--- config.mk ---
export PLATFORM = sky130hd
export DESIGN_NAME = hilo_commit
export DESIGN_NICKNAME = d
export VERILOG_FILES = /design/src/rtl/hilo_commit.sv
export SDC_FILE = /design/constraint.sdc
export NUM_CORES = 1
export LEC_CHECK = 0
export ABC_CLOCK_PERIOD_IN_PS = 2000
export CAP_MARGIN = 5
export CORE_ASPECT_RATIO = 1.75
export CORE_UTILIZATION = 45
export DETAILED_ROUTE_END_ITERATION = 6
export GPL_TIMING_DRIVEN = 0
export PLACE_DENSITY = 0.78
export REMOVE_ABC_BUFFERS = 1
export SYNTH_ARGS = -nofsm -noshare
export SYNTH_HDL_FRONTEND = slang
export SYNTH_SLANG_ARGS = --single-unit
--- constraint.sdc ---
create_clock -name clk -period 2 [get_ports clk]
set_input_delay 0.4 -clock clk [delete_from_list [all_inputs] [get_ports clk]]
set_output_delay 0.4 -clock clk [all_outputs]
set_load 0.1 [all_outputs]
--- src/rtl/hilo_commit.sv ---
// HI/LO pending slot in memory stage with commit to architectural hilo_q on a clean memory exit.
// Optional macro HILO_FWD_EN forwards the pending value to execute; without it execute stalls on a read.
module hilo_commit #(
    parameter logic [63:0] RESET_HILO = 64'h0
) (
    input  logic        clk,
    input  logic        rst,
    input  logic        hilo_weE,
    input  logic        hilo_rdE,
    input  logic [63:0] aluoutE,
    input  logic        div_stallE,
    input  logic        flushE,
    input  logic        stallM,
    input  logic        flushM,
    input  logic        exceptM,
    output logic [63:0] hiloE,
    output logic [63:0] hilo_q,
    output logic        pend_validM,
    output logic        hilo_stallE
);

    typedef enum logic {
        EMPTY = 1'b0,
        FULL  = 1'b1
    } slot_t;

    slot_t       slot_q;
    slot_t       slot_d;
    logic [63:0] pend_data;
    logic [63:0] pend_d;
    logic [63:0] hilo_d;
    logic        capture;

    assign pend_validM = (slot_q == FULL);

`ifdef HILO_FWD_EN
    assign hiloE       = pend_validM ? pend_data : hilo_q;
    assign hilo_stallE = 1'b0;
`else
    assign hiloE       = hilo_q;
    assign hilo_stallE = hilo_rdE & pend_validM;
`endif

    // A stalled execute instruction must not enter the slot; it re-presents after the drain.
    assign capture = hilo_weE & ~div_stallE & ~flushE & ~hilo_stallE;

    always_comb begin
        slot_d = slot_q;
        pend_d = pend_data;
        hilo_d = hilo_q;
        if (flushM || exceptM) begin
            slot_d = EMPTY;
        end else if (!stallM) begin
            if (slot_q == FULL) begin
                hilo_d = pend_data;
            end
            if (capture) begin
                slot_d = FULL;
                pend_d = aluoutE;
            end else begin
                slot_d = EMPTY;
            end
        end
    end

    always_ff @(posedge clk) begin
        if (rst) begin
            slot_q    <= EMPTY;
            pend_data <= 64'h0;
            hilo_q    <= RESET_HILO;
        end else begin
            slot_q    <= slot_d;
            pend_data <= pend_d;
            hilo_q    <= hilo_d;
        end
    end

endmodule

# Word level (Yosys, flattened, before mapping)
# Cells that the tools add are included.
[classes]
n_reduce_logical = 4
mux = 1
bitwise_logic = 9
[ops]
columns = ["operator", "n"]
rows = [
  ["$reduce_and A3 Y1", 2],
  ["$not A1 Y1", 5],
  ["$and A1 B1 Y1", 4],
  ["$reduce_or A2 Y1", 1],
  ["$logic_or A1 B1 Y1", 1],
  ["$mux W1", 1],
]
[word_totals]
input_bits = 73
ff_bits = 129
out_inout_bits = 130
elab_cells = 17

# Depth between registers and ports, before layout
# Gate-level depths: netlist of the first run.
[depth]
ltp_word = 5
ltp_mapped = 5
mapped_depth_nobuf = 3

# Worst setup path after synthesis of the first run
# No wires, ideal clock.
[synth_path]
path_kind = "register to register"
from = "reg slot_q, in the netlist pend_validM"
to = "reg pend_data[10]"
n_path_buf = 2
path_stages_with_launch = 6
setup_time_ps = 118
required_ps = 1882
path_slack_ps = -556
synth_period_minus_slack_ps = 2556
t_arrival_ps = 2438
cell_sequence = "dfxtp_1 -> and2_1 -> nor4_4 -> buf_12 -> buf_12 -> mux2i_1"
[synth_between]
elab_chain_cells = 4
[synth_lines]
columns = ["item", "line", "text"]
rows = [
  ["from (decl)", "27", "slot_t slot_q;"],
  ["from (signal assigned)", "72", "slot_q <= slot_d;"],
  ["$and A1 B1 Y1", "41", "assign hilo_stallE = hilo_rdE & pend_validM;"],
  ["via hilo_stallE", "19", "output logic hilo_stallE"],
  ["$not A1 Y1", "45", "assign capture = hilo_weE & ~div_stallE & ~flushE & ~hilo_stallE;"],
  ["$and A1 B1 Y1", "45", ""],
  ["$reduce_and A3 Y1 (no line)", "--", ""],
  ["to (signal assigned)", "73", "pend_data <= pend_d;"],
  ["to (decl)", "29", "logic [63:0] pend_data;"],
]
# The timed path passes the listed nets, and every way through them passes these cells.
# A chain may end at the register's enable or synchronous reset.

# Final worst setup path of the first run
[layout_path]
from = "reg hilo_q[38], in the netlist hiloE[38]"
to = "out hilo_q[38]"
[layout_lines]
columns = ["item", "line", "text"]
rows = [
  ["from (decl)", "17", "output logic [63:0] hilo_q,"],
  ["from (signal assigned)", "74", "hilo_q <= hilo_d;"],
]
# No word-level cell between the ends.

==> metrics list, run 1 <==
* RSZ-0062 raised after global routing: true
- Congestion Overflow GR: 0
- Cell internal power was estimated by the tool at 0.004815 W.
* Detailed Route WL: 13.71 mm
- Dominant combinational cell family by area after synthesis: simple AND/OR/NAND/NOR gates
- Height of the die: 150.4 microns
* Via count of the first global-routing pass: 4497
- For this block, the via count after detailed routing is 4457.
- The die is 86.77 microns wide.
* Reg area: 2582 sq um
- After floorplanning, the core was sized to cover 12140 sq um.
* Total power consumption of the routed design: 0.005947 W
- Number of search-and-repair iterations in the first detailed-routing pass: 6
- Measured on the finished design, the core utilization comes to 65.38%.
* Fraction of power spent switching nets: 19.04%
* Arrival time worst endpoint: 1.57 ns
- Entering global routing, the biggest net connects 105 pins.
- Clk root buf: clkbuf_16
* WS Path Type: reg -> out
- STA classifies the critical path startpoint as a register.
* Maximum VDD drop: 0.0006062 V
- At the pin with the least slew margin, the transition time is 0.9451 ns.
- On the critical path the largest part of the delay comes from buffers and inverters.
- The number of max-slew violations in the final report is 0.
* Cell type with the largest total area after synthesis: dfxtp_1
* Synthesized area per cell: 9.026 sq um
- Number of filler cells placed in the layout: 986
- Final sum of negative setup slack: 0 ns
- In the synthesized netlist the async set-or-reset flop fraction comes to 0%.
- Pin placement for this block handled 203 I/O pins.
* Achievable clock frequency: 507.6 MHz
* Number of buffers created by CTS: 17
- The synthesized netlist devotes 5.748% of its cell area to compound gates.
* Number of setup violations in the final report: 0
- Clock latency on the worst-skew pair, taken at its later pin, is 0.40 ns.
- TritonCTS built the clock tree.
* Basic-gate share of the synthesized area counting and, or, nand and nor cells: 23.92%
- The flow ran to the end, and the final reports show no timing, DRC or antenna violations.
- The tool flagged a number of max-cap violations equal to 0.
* Buffer depth of the longest clock path: 2
- The synthesized design contains 129 register bits.
* Number of nets still failing antenna checks after routing: 0
- Row count: 53
- All-layer global routing usage: 21.48%
* Comb power frac: 5.0%
* DRC Markers: 0
- Routed via count divided by cell count: 4.767
* Die Outline Area: 13050 sq um
- Largest cells by area after synthesis: dfxtp_1, nand2b_1, mux2i_1
- Number of stages on the worst setup path: 1
* Count of different cell masters after synthesis: 15
- Path category of the worst min-delay check: reg -> reg
* Number of H-tree levels: 4
* Longest individual stage delay on the worst path: 0.83 ns
- The signal on the critical path passes through clkdlybuf4s15_1.
- Post-detail-place hpwl: 9.558 mm
- The initial antenna violation count came to 0.
- Fraction of final layout cells with drive strength greater than 1: 22.86%
- Final hold viol count: 0
- The synthesized design devotes to its leading area cell type 45.63% of total area.
* EDFF count, synth: 0
* Global-route wire length before repair: 21.52 mm
* Synth-to-Final Area Change: 40.19%
- Post-Synth Adder-Cell Area: 0%
* Gate count of the mapped netlist: 627
- For this configuration, the core starts out at a cell density of 46.63%.
- The first routing iteration left 206 violations.
- For the worst flop-to-flop path, the logic depth is 3.
- In this run the worst path has a maximum fanout of 3.
* Hold buffer count at CTS: 0
* Time the final worst path needs with I/O delays and setup: 1.970 ns
- Sequential cells burn 43.5% of the power.
- The number of antenna diodes in the final layout is 0.
- Sinks on the clock net: 129
- Summed over all nets, the switching power comes to 0.001132 W.
- Worst hold stages: 2
- Summing the areas of all xor and xnor instances in the mapped netlist gives 0% of the synthesized area.
- Counting instances in the post-synthesis netlist gives the leading cell types as dfxtp_1, nand2_1, nand2b_1.
* Total placed instance area: 7301 sq um
- Crit share post-route: 98.49%
* Post-synth top flop: dfxtp_1
- With fillers left out, the area of the finished cells amounts to 7934 sq um.
- Slew margin rel.: 37.24%
- Clock transition at path regs: 0.05 ns
- At the end of routability-driven placement, the weighted congestion stood at 0.7147.
- The share of the Yosys chip area taken by registers is 45.63%.
* Multi-input gate area: 2338 sq um
* Slowest cell on the critical path: clkdlybuf4s15_1
* Number of I/O port buffers: 202
* Multiplexer area fraction after synthesis: 11.32%
- Synth Cell Area: 5659 sq um
* Leakage power: 2.725 nW
- Clock Power Share: 51.5%
- Count of warnings emitted by yosys: 0
* Clock skew: 0.009054 ns
- Crit. End Element: primary output
* P per Cell Area: 749.6 nW/um^2
- Nets: 832
- Required @ worst endpoint: 1.60 ns
- Critical path buffer and inverter count: 1
- Routed length per placed instance: 14.66 microns
-- layout by cell type (no fill, tap or decap), types with 2 or more instances in the layout --
cell             instances
clkbuf_2                22
mux2i_1                 64
buf_4                   10
clkbuf_8                 3
or4b_4                   2
nand2_1                129
buf_6                    4
nand2b_1               128
a21oi_1                 64
clkbuf_1                 4
dfxtp_1                129
clkdlybuf4s15_2        105
clkdlybuf4s15_1          2
bufinv_16                3
clkdlybuf4s50_1         70
clkbuf_16               17
clkinv_2                 3
buf_8                    3
-- path summary, 6_finish.rpt --
check	to	start	slack (ns)
max	hilo_q[38]	hiloE[38]	0.03
min	hiloE[20]	pend_data[20]	0.45
max reg2reg	hiloE[24]	pend_validM	0.33
min reg2reg	hiloE[20]	pend_data[20]	0.45
-- through the flow --
stage                     worst slack, ns  cells  hold WS, ns
after floorplan                    -4.221    521       0.4263
after global placement             -8.141    888       0.4374
after detailed placement           -1.064    902       0.4422
after CTS                        -0.05923    935       0.4482
after global routing             -0.02349    935       0.4716
final                             0.03012    935       0.4468
-- repair_timing --
| action | in CTS | in global routing |
|---|---|---|
| setup endpoints to repair | 224 | 38 |
| setup buffers | 4 | 0 |
| gates cloned | 0 | 0 |
| resized for setup | 370 | 24 |
| pin swaps | 2 | 1 |
-- layout make-up --
class                           instances  share of cell area [%]
Clock inverter                          6                   1.325
Timing Repair Buffer                  219                   27.98
Multi-Input combinational cell        392                   29.47
Clock buffer                           24                   6.072
Tap cell                              165                   2.602
Sequential cell                       129                   32.55
-- routing by layer --
metal | routed length [microns] | up-vias | GRT usage, % | share of wire, %
met5 | 0 | - | 0 | 0
met4 | 231 | 0 | 7.917 | 1.7
met3 | 586 | 16 | 5.482 | 4.3
met2 | 7722 | 131 | 40.95 | 56
met1 | 5170 | 2108 | 22.03 | 38
li1 | - | 2202 | - | -
-- state kept, by name (all words and copies together), names as in the netlist --
register,cells
hiloE,64
pend_data,64
pend_validM,1
-- cells by family after synthesis --
logic type / after synthesis
flip-flops: 129
AO/OA/AOI/OAI: 65
AND/OR/NAND/NOR: 263
buffers and inverters: 106
multiplexers: 64
-- power by group through the flow --
stage               clock [W]  sequential, W  combinational (W)
detailed placement          0        0.00264           0.000298
finish                0.00306        0.00259           0.000299
floorplan                   0        0.00264          0.0000890
global route          0.00326        0.00259           0.000322
global placement            0        0.00264           0.000301
CTS                   0.00312        0.00259           0.000300
No activity file was read; power rests on OpenSTA's default activity.
==> run 2, diff against run 1 <==
Settings changed: CTS_CLUSTER_SIZE from default to 30.
==> results of run 2 <==
Same layout as run 1: the final DEF is identical, and so are final timing and power.
